### config.mk
export PLATFORM = sky130hd
export DESIGN_NAME = hilo_muldiv_sequencer_flat
export DESIGN_NICKNAME = d
export VERILOG_FILES = /design/src/rtl/hilo_muldiv_sequencer_pkg.sv /design/src/rtl/hilo_muldiv_sequencer_if.sv /design/src/rtl/hilo_muldiv_sequencer_muldiv_iter_core.sv /design/src/rtl/hilo_muldiv_sequencer.sv /design/src/flat_wrapper.sv
export SDC_FILE = /design/constraint.sdc
export NUM_CORES = 1
export LEC_CHECK = 0
export CAP_MARGIN = 0
export CORE_AREA = 5 5 182 272
export DETAILED_ROUTE_END_ITERATION = 8
export DIE_AREA = 0 0 187 277
export PLACE_DENSITY_LB_ADDON = 0.12
export SETUP_SLACK_MARGIN = 0.05
export SLEW_MARGIN = 10
export SYNTH_ARGS = -nofsm -noshare
export SYNTH_HDL_FRONTEND = slang
export SYNTH_HIERARCHICAL = 1
export SYNTH_SLANG_ARGS = --single-unit
### constraint.sdc
create_clock -name Clk -period 6.6 [get_ports Clk]
set_input_delay 1.32 -clock Clk [delete_from_list [all_inputs] [get_ports Clk]]
set_output_delay 1.32 -clock Clk [all_outputs]
set_load 0.01 [all_outputs]
### src/rtl/hilo_muldiv_sequencer_pkg.sv
// Shared definitions for the Hi/Lo multiply/divide sequencer.
// Holds the operation codes, the controller state encoding and a
// helper that sizes the iteration counter from the operand width.
package hilo_muldiv_sequencer_pkg;

  localparam logic [2:0] OP_MULT  = 3'd0;
  localparam logic [2:0] OP_MULTU = 3'd1;
  localparam logic [2:0] OP_DIV   = 3'd2;
  localparam logic [2:0] OP_DIVU  = 3'd3;
  localparam logic [2:0] OP_MADD  = 3'd4;
  localparam logic [2:0] OP_MSUB  = 3'd5;
  localparam logic [2:0] OP_MTHI  = 3'd6;
  localparam logic [2:0] OP_MTLO  = 3'd7;

  typedef enum logic [1:0] {
    S_IDLE  = 2'd0,
    S_CALC  = 2'd1,
    S_FIXUP = 2'd2
  } state_e;

  // Counter width able to hold 0..width-1 (never narrower than one bit).
  function automatic int counterWidth(input int width);
    return (width > 1) ? $clog2(width) : 1;
  endfunction

endpackage

### src/rtl/hilo_muldiv_sequencer_if.sv
// Execute-stage bundle between the pipeline and the Hi/Lo sequencer.
// master : pipeline side (drives Start/Op/A/B/Abort/ReadHiLo).
// slave  : sequencer side (drives Hi/Lo/Busy/Done/Stall).
interface hilo_muldiv_sequencer_if #(
  parameter int WIDTH = 32
);
  logic             Start;
  logic [2:0]       Op;
  logic [WIDTH-1:0] A;
  logic [WIDTH-1:0] B;
  logic             Abort;
  logic             ReadHiLo;
  logic [WIDTH-1:0] Hi;
  logic [WIDTH-1:0] Lo;
  logic             Busy;
  logic             Done;
  logic             Stall;

  modport master (
    output Start, Op, A, B, Abort, ReadHiLo,
    input  Hi, Lo, Busy, Done, Stall
  );

  modport slave (
    input  Start, Op, A, B, Abort, ReadHiLo,
    output Hi, Lo, Busy, Done, Stall
  );
endinterface

### src/rtl/hilo_muldiv_sequencer_muldiv_iter_core.sv
// Iterative unsigned datapath: one shift-add multiply step or one
// restoring-divide step per asserted step cycle.
// Ports: clk/rst_n, load (capture magnitudes), step (one iteration),
// isDiv (mode, captured on load), opA/opB (magnitudes of A/B),
// accHi/accLo (product high/low, or remainder/quotient).
module hilo_muldiv_sequencer_muldiv_iter_core #(
  parameter int WIDTH = 32
) (
  input  logic             clk,
  input  logic             rst_n,
  input  logic             load,
  input  logic             step,
  input  logic             isDiv,
  input  logic [WIDTH-1:0] opA,
  input  logic [WIDTH-1:0] opB,
  output logic [WIDTH-1:0] accHi,
  output logic [WIDTH-1:0] accLo
);

  logic [WIDTH-1:0] hi_r;
  logic [WIDTH-1:0] lo_r;
  logic [WIDTH-1:0] opnd_r;
  logic             div_r;
  logic [WIDTH:0]   mulSum_s;
  logic [WIDTH-1:0] remShift_s;
  logic             fits_s;
  logic [WIDTH-1:0] nextHi_s;
  logic [WIDTH-1:0] nextLo_s;

  // One iteration: shift-add for multiply, trial subtract for divide.
  always_comb begin
    mulSum_s   = {1'b0, hi_r} + (lo_r[0] ? {1'b0, opnd_r} : {(WIDTH+1){1'b0}});
    // hi_r[WIDTH-1] is the bit shifted out; if set, the shifted value
    // exceeds any WIDTH-bit divisor, and the wrapped difference is exact.
    remShift_s = {hi_r[WIDTH-2:0], lo_r[WIDTH-1]};
    fits_s     = hi_r[WIDTH-1] | (remShift_s >= opnd_r);
    nextHi_s   = hi_r;
    nextLo_s   = lo_r;
    if (div_r) begin
      if (fits_s) begin
        nextHi_s = remShift_s - opnd_r;
        nextLo_s = {lo_r[WIDTH-2:0], 1'b1};
      end else begin
        nextHi_s = remShift_s;
        nextLo_s = {lo_r[WIDTH-2:0], 1'b0};
      end
    end else begin
      nextHi_s = mulSum_s[WIDTH:1];
      nextLo_s = {mulSum_s[0], lo_r[WIDTH-1:1]};
    end
  end

  // Operand capture and iteration registers.
  always_ff @(posedge clk or negedge rst_n) begin
    if (!rst_n) begin
      hi_r   <= {WIDTH{1'b0}};
      lo_r   <= {WIDTH{1'b0}};
      opnd_r <= {WIDTH{1'b0}};
      div_r  <= 1'b0;
    end else if (load) begin
      hi_r   <= {WIDTH{1'b0}};
      div_r  <= isDiv;
      lo_r   <= isDiv ? opA : opB;
      opnd_r <= isDiv ? opB : opA;
    end else if (step) begin
      hi_r <= nextHi_s;
      lo_r <= nextLo_s;
    end
  end

  assign accHi = hi_r;
  assign accLo = lo_r;

endmodule

### src/rtl/hilo_muldiv_sequencer.sv
// Hi/Lo multiply/divide sequencer for the Execute stage.
// Ports: Clk, Reset_n (async active-low) and the slave side of
// hilo_muldiv_sequencer_if (Start/Op/A/B/Abort/ReadHiLo in,
// Hi/Lo/Busy/Done/Stall out). Owns the FSM, iteration counter,
// sign flags, Hi/Lo registers and the pipeline stall.
module hilo_muldiv_sequencer
  import hilo_muldiv_sequencer_pkg::*;
#(
  parameter int WIDTH = 32
) (
  input  logic                    Clk,
  input  logic                    Reset_n,
  hilo_muldiv_sequencer_if.slave  bus
);

  localparam int CW = counterWidth(WIDTH);

  function automatic logic isSignedOp(input logic [2:0] op);
    return (op == OP_MULT) || (op == OP_DIV) || (op == OP_MADD) || (op == OP_MSUB);
  endfunction

  function automatic logic isDivOp(input logic [2:0] op);
    return (op == OP_DIV) || (op == OP_DIVU);
  endfunction

  function automatic logic [WIDTH-1:0] negate(input logic [WIDTH-1:0] v);
    return {WIDTH{1'b0}} - v;
  endfunction

  state_e             state_r, nextState_s;
  logic [CW-1:0]      count_r;
  logic [2:0]         op_r;
  logic               negRes_r, negRem_r, divZero_r;
  logic [WIDTH-1:0]   hi_r, lo_r;
  logic               busy_r, done_r;
  logic               loadCore_s, stepCore_s, commit_s, moveHi_s, moveLo_s;
  logic               signA_s, signB_s;
  logic [WIDTH-1:0]   coreA_s, coreB_s, coreHi_s, coreLo_s;
  logic [2*WIDTH-1:0] signedProd_s, mulResult_s, commitVal_s;
  logic [WIDTH-1:0]   quo_s, rem_s;

  // Next-state and control strobes.
  always_comb begin
    nextState_s = state_r;
    loadCore_s  = 1'b0;
    stepCore_s  = 1'b0;
    commit_s    = 1'b0;
    moveHi_s    = 1'b0;
    moveLo_s    = 1'b0;
    case (state_r)
      S_IDLE: begin
        if (bus.Start && !bus.Abort) begin
          if (bus.Op == OP_MTHI) begin
            moveHi_s = 1'b1;
          end else if (bus.Op == OP_MTLO) begin
            moveLo_s = 1'b1;
          end else begin
            loadCore_s  = 1'b1;
            nextState_s = S_CALC;
          end
        end else begin
          nextState_s = S_IDLE;
        end
      end
      S_CALC: begin
        if (bus.Abort) begin
          nextState_s = S_IDLE;
        end else begin
          stepCore_s  = 1'b1;
          nextState_s = (count_r == CW'(WIDTH - 1)) ? S_FIXUP : S_CALC;
        end
      end
      S_FIXUP: begin
        if (bus.Abort) begin
          nextState_s = S_IDLE;
        end else begin
          commit_s    = 1'b1;
          nextState_s = S_IDLE;
        end
      end
      default: nextState_s = S_IDLE;
    endcase
  end

  // Signed ops run on magnitudes; the signs are re-applied at FIXUP.
  always_comb begin
    signA_s = isSignedOp(bus.Op) & bus.A[WIDTH-1];
    signB_s = isSignedOp(bus.Op) & bus.B[WIDTH-1];
    coreA_s = signA_s ? negate(bus.A) : bus.A;
    coreB_s = signB_s ? negate(bus.B) : bus.B;
  end

  hilo_muldiv_sequencer_muldiv_iter_core #(.WIDTH(WIDTH)) uCore (
    .clk   (Clk),
    .rst_n (Reset_n),
    .load  (loadCore_s),
    .step  (stepCore_s),
    .isDiv (isDivOp(bus.Op)),
    .opA   (coreA_s),
    .opB   (coreB_s),
    .accHi (coreHi_s),
    .accLo (coreLo_s)
  );

  // Sign fix-up and MADD/MSUB accumulation against the current Hi/Lo.
  always_comb begin
    signedProd_s = negRes_r ? ({(2*WIDTH){1'b0}} - {coreHi_s, coreLo_s})
                            : {coreHi_s, coreLo_s};
    case (op_r)
      OP_MADD: mulResult_s = {hi_r, lo_r} + signedProd_s;
      OP_MSUB: mulResult_s = {hi_r, lo_r} - signedProd_s;
      default: mulResult_s = signedProd_s;
    endcase
    // Divide by zero: the remainder path already yields A, only the
    // quotient is forced to all ones.
    quo_s       = divZero_r ? {WIDTH{1'b1}} : (negRes_r ? negate(coreLo_s) : coreLo_s);
    rem_s       = negRem_r ? negate(coreHi_s) : coreHi_s;
    commitVal_s = isDivOp(op_r) ? {rem_s, quo_s} : mulResult_s;
  end

  // FSM state, counter and latched operation attributes.
  always_ff @(posedge Clk or negedge Reset_n) begin
    if (!Reset_n) begin
      state_r   <= S_IDLE;
      count_r   <= {CW{1'b0}};
      op_r      <= 3'd0;
      negRes_r  <= 1'b0;
      negRem_r  <= 1'b0;
      divZero_r <= 1'b0;
    end else begin
      state_r <= nextState_s;
      if (loadCore_s) begin
        count_r   <= {CW{1'b0}};
        op_r      <= bus.Op;
        negRes_r  <= signA_s ^ signB_s;
        negRem_r  <= signA_s;
        divZero_r <= (bus.B == {WIDTH{1'b0}});
      end else if (stepCore_s) begin
        count_r <= count_r + CW'(1);
      end
    end
  end

  // Architectural Hi/Lo registers.
  always_ff @(posedge Clk or negedge Reset_n) begin
    if (!Reset_n) begin
      hi_r <= {WIDTH{1'b0}};
      lo_r <= {WIDTH{1'b0}};
    end else if (moveHi_s) begin
      hi_r <= bus.A;
    end else if (moveLo_s) begin
      lo_r <= bus.A;
    end else if (commit_s) begin
      {hi_r, lo_r} <= commitVal_s;
    end
  end

  // Registered status outputs.
  always_ff @(posedge Clk or negedge Reset_n) begin
    if (!Reset_n) begin
      busy_r <= 1'b0;
      done_r <= 1'b0;
    end else begin
      busy_r <= (nextState_s != S_IDLE);
      done_r <= commit_s;
    end
  end

  assign bus.Hi    = hi_r;
  assign bus.Lo    = lo_r;
  assign bus.Busy  = busy_r;
  assign bus.Done  = done_r;
  assign bus.Stall = busy_r & (bus.Start | bus.ReadHiLo);

endmodule

### src/flat_wrapper.sv
// flat-port wrapper written by rule: the top's interface ports become plain ports
module hilo_muldiv_sequencer_flat import hilo_muldiv_sequencer_pkg::*;
#(
  parameter int WIDTH = 32
)
  (Clk, Reset_n, bus_Start, bus_Op, bus_A, bus_B, bus_Abort, bus_ReadHiLo, bus_Hi, bus_Lo, bus_Busy, bus_Done, bus_Stall);
  hilo_muldiv_sequencer_if #(.WIDTH(WIDTH)) bus_i ();
  input  logic Clk;
  input  logic Reset_n;
  input wire logic [$bits(bus_i.Start)-1:0] bus_Start;
  input wire logic [$bits(bus_i.Op)-1:0] bus_Op;
  input wire logic [$bits(bus_i.A)-1:0] bus_A;
  input wire logic [$bits(bus_i.B)-1:0] bus_B;
  input wire logic [$bits(bus_i.Abort)-1:0] bus_Abort;
  input wire logic [$bits(bus_i.ReadHiLo)-1:0] bus_ReadHiLo;
  output wire logic [$bits(bus_i.Hi)-1:0] bus_Hi;
  output wire logic [$bits(bus_i.Lo)-1:0] bus_Lo;
  output wire logic [$bits(bus_i.Busy)-1:0] bus_Busy;
  output wire logic [$bits(bus_i.Done)-1:0] bus_Done;
  output wire logic [$bits(bus_i.Stall)-1:0] bus_Stall;
  assign bus_i.Start = bus_Start;
  assign bus_i.Op = bus_Op;
  assign bus_i.A = bus_A;
  assign bus_i.B = bus_B;
  assign bus_i.Abort = bus_Abort;
  assign bus_i.ReadHiLo = bus_ReadHiLo;
  assign bus_Hi = bus_i.Hi;
  assign bus_Lo = bus_i.Lo;
  assign bus_Busy = bus_i.Busy;
  assign bus_Done = bus_i.Done;
  assign bus_Stall = bus_i.Stall;
  hilo_muldiv_sequencer #(.WIDTH(WIDTH)) u_core (.Clk(Clk), .Reset_n(Reset_n), .bus(bus_i));
endmodule
==> impl_metrics.csv, run 1 <==
group,metric,value,unit
setup_path,critical_path_class,"reg2reg",
yosys,synth_top_area_share,0.1897,
global_routing,grt_max_degree,113,
outcome,status,"finished clean",
yosys,synthAdderAreaFrac,0.07478,
die,num_rows,98,
yosys,synth_compound_area_frac,0.2873,
timing,slew_viol_final,0,
timing,worstMarginPinSlew,1.134,ns
job,maxCapViolations,0,
yosys,synth_top_family_by_area,"compound AO/OA/AOI/OAI gates",
setup_path,crit_required,6.98,ns
die,dieArea,0.05180,mm2
global_routing,antenna_found_initial,0,
clocking,htreeDepth,4,
pwr,power_density,463.7,mW/mm2
cells_and_area,drive_above_1_share,0.07159,
die,core_region_area,0.04709,mm2
drt,firstDrtPassIters,7,
place,gp_congestion,1.020,
die,start_util,0.4932,
cells_and_area,syn_to_final_growth,12.33,%
timing,hold_viol,0,
timing,max_slew_margin,0.2413,
place,dp.final_hpwl,73510,um
timing,period_share,0.9414,
clocking,clk_path_buf_depth,2,
place,dpl_cell_area,0.02534,mm2
clocking,numCtsBuffers,17,
yosys,synthSimpleGateAreaFrac,0.2252,
setup_path,path_max_fanout,10,
yosys,synth_mux_area_frac,0.05145,
global_routing,grt.overflow.total,0,
yosys,ys_types,107,
yosys,syn-instance-count,3108,
cells_and_area,nNetsFinal,3381,
cells_and_area,layoutNonFillerInstCount,3787,
yosys,synth.most_common_cell,"a21oi_1",
clocking,cts.clk_slew.worst_paths,0.07,ns
drt,postRouteWirelength,94810,um
yosys,syn-num-nets,3317,
timing,skew,0.02061,ns
yosys,synth_seq_cells,176,
timing,period_needed,6.213,ns
cells_and_area,design_area,0.02609,mm2
yosys,synthFlopType,"dfrtp_1",
pwr,ir_drop,0.2286,mV
clocking,clock-root-buffer,"clkbuf_16",
yosys,synth_top_cell_by_area,"dfrtp_1",
yosys,synthArstFlopShare,1.000,
global_routing,grt_usage,0.3506,
drt,drc,0,
yosys,postSynthAreaPerCell,7.472,um2
pwr,cellLeakagePower,0.01091,uW
timing,setup_viol,0,
setup_path,critPathLaunchType,"flop",
yosys,synth_xor_area_frac,0.1221,
setup_path,arrival,6.60,ns
drt,viasPerCell,6.562,
yosys,synth_edf_count,0,
die,fp.dieH,277,um
clocking,insertion_delay,0.48,ns
drt,drtAntennaViolNets,0,
global_routing,grt_pass1_wl,143300,um
timing,rsz0062_at_grt,"no",
drt,drt_iter0_drc,2463,
die,die_x,187,um
clocking,cts_tree,"built",
timing,fmax,0.1610,GHz
yosys,yosys_warnings,6,
clocking,cts_hold_buf,0,
global_routing,grt_pass1_vias,23765,
clocking,cts_sinks,176,
drt,wl_per_cell,25.03,um
place,io_buffer_count,138,
yosys,synthTopCellsByCount,"301 x a21oi_1, 299 x nand2_1, 285 x nor2_1",
place,place_inst,3748,
yosys,yosysSeqAreaShare,0.1897,
setup_path,end_kind,"flop",
timing,setup_tns,0,ns
yosys,synth_area_leaders,"dfrtp_1 19%, xnor2_1 7.5%, ha_1 7.2%",
die,pin_count,139,
drt,routed-via-count,24849,
yosys,netlist_area,0.02322,mm2
min_path,hold_path_class,"reg2reg",
==> cell families (layout without fill, tap and decap cells) <==
family / after synthesis / after routing
simple gates: 1056 / 1056
compound gates: 1006 / 1006
xor+xnor: 322 / 322
buf+inv: 292 / 369
flops: 176 / 176
fa+ha+maj: 137 / 137
mux: 119 / 119
other cells: 0 / 2
==> per-stage QoR <==
step / power [uW] / util / worst slack [ns] / hold WS [ns]
3_5_place_dp: 10690 / 0.5381 / 0.2640 / 0.4721
2_1_floorplan: 8134 / - / 0.9142 / 0.4551
3_3_place_gp: 10630 / 0.5381 / 0.2683 / 0.4672
5_1_grt: 12940 / 0.5539 / 0.03971 / 0.5092
4_1_cts: 11840 / 0.5510 / 0.2105 / 0.4892
6_report: 12100 / 0.5540 / 0.3869 / 0.4865
==> placed cells by master, fill, tap and decap left out, types with 22 or more instances in the layout <==
master / n
clkdlybuf4s50_1: 137
o21ai_0: 172
and2_1: 46
nor4_1: 22
a31oi_1: 47
and3_1: 25
nand4_1: 51
o211ai_1: 32
nor2b_1: 27
or3_1: 30
o21bai_1: 26
mux2i_1: 116
ha_1: 134
dfrtp_1: 171
inv_1: 97
a211oi_1: 65
xnor2_1: 197
buf_4: 99
nor3_1: 56
a21o_1: 82
o31ai_1: 44
nand2b_1: 31
nand3_1: 85
nand2_1: 298
a21oi_1: 299
nor2_1: 282
xor2_1: 120
==> worst max-delay path, cell delays in order (launching register included) <==
cell and delay [ns]:
dfrtp_2 0.50, inv_1 0.12, ha_1 0.25, or4b_4 0.53, or3_1 0.43, or3_1 0.35
o21ai_2 0.17, xor2_2 0.26, nand3_2 0.17, or4_4 0.59, nor3_2 0.25, nor2_1 0.08
xnor2_1 0.15, ha_1 0.37, a21oi_1 0.27, o21a_1 0.21, nor2_1 0.05, o21ai_0 0.16
nand2b_1 0.07, a221o_1 0.35, a21oi_2 0.21, o31ai_1 0.13, o311a_1 0.31, o21ai_0 0.16
==> what timing repair did <==
item,4_1_cts,5_1_grt
resized for setup,0,21
buffers inserted,0,5
setup endpoints to repair,0,14
==> cell type report <==
class                      instances  area (um2)
antenna                            2       5.005
timing repair buffer             238        2148
clock buffer                      18       429.2
fill                            4618       21000
inverter                          99       374.1
multi-input combinational       2640       17790
sequential                       176        4410
tap                              600       750.7
clock inverter                    14       180.2
==> state kept, by name, indices dropped and copies added, names as in the netlist <==
register             flops
u_core/bus.Busy          1
u_core/bus.Done          1
u_core/bus.Hi           32
u_core/bus.Lo           32
u_core/count_r           5
u_core/divZero_r         1
u_core/negRem_r          1
u_core/negRes_r          1
u_core/op_r              3
u_core/state_r           2
u_core/uCore/accHi      32
u_core/uCore/accLo      32
u_core/uCore/div_r       1
u_core/uCore/opnd_r     32
==> final timing paths <==
kind / depth (start not counted) / slack, ns / start / end
max reg2reg: 23 / 0.39 / u_core/uCore/accHi[1] / u_core/bus.Hi[30]
min reg2reg: 2 / 0.49 / u_core/negRem_r / u_core/negRem_r
min in group asynchronous: 1 / 0.90 / Reset_n / u_core/uCore/accHi[25]
max: 23 / 0.39 / u_core/uCore/accHi[1] / u_core/bus.Hi[30]
min: 2 / 0.49 / u_core/negRem_r / u_core/negRem_r
max in group asynchronous: 2 / 4.34 / Reset_n / u_core/op_r[2]
==> where the power goes <==
part	internal [uW]	leakage, uW	switching (uW)	total (uW)
clock	518	0.000294	578	1100
sequential	1390	0.00214	665	2050
combinational	3550	0.00848	5400	8950
==> metal layers <==
metal | track usage | share of wire | vias to the layer above | wire length [um]
li1 | - | - | 11560 | -
met1 | 0.4534 | 0.41 | 11929 | 38960
met2 | 0.5475 | 0.44 | 1126 | 41890
met3 | 0.04968 | 0.071 | 234 | 6710
met4 | 0.2277 | 0.076 | 0 | 7250
met5 | 0 | 0 | - | 0
No activity file was read; power rests on OpenSTA's default activity.
==> inputs of run 2 (changes only) <==
--- a/config.mk
+++ b/config.mk
@@ -11,7 +11,6 @@
 export DIE_AREA = 0 0 187 277
 export PLACE_DENSITY_LB_ADDON = 0.12
 export SETUP_SLACK_MARGIN = 0.05
-export SLEW_MARGIN = 10
 export SYNTH_ARGS = -nofsm -noshare
 export SYNTH_HDL_FRONTEND = slang
 export SYNTH_HIERARCHICAL = 1
==> results of run 2 <==
No change in the layout: final DEF, timing and power equal those of run 1.
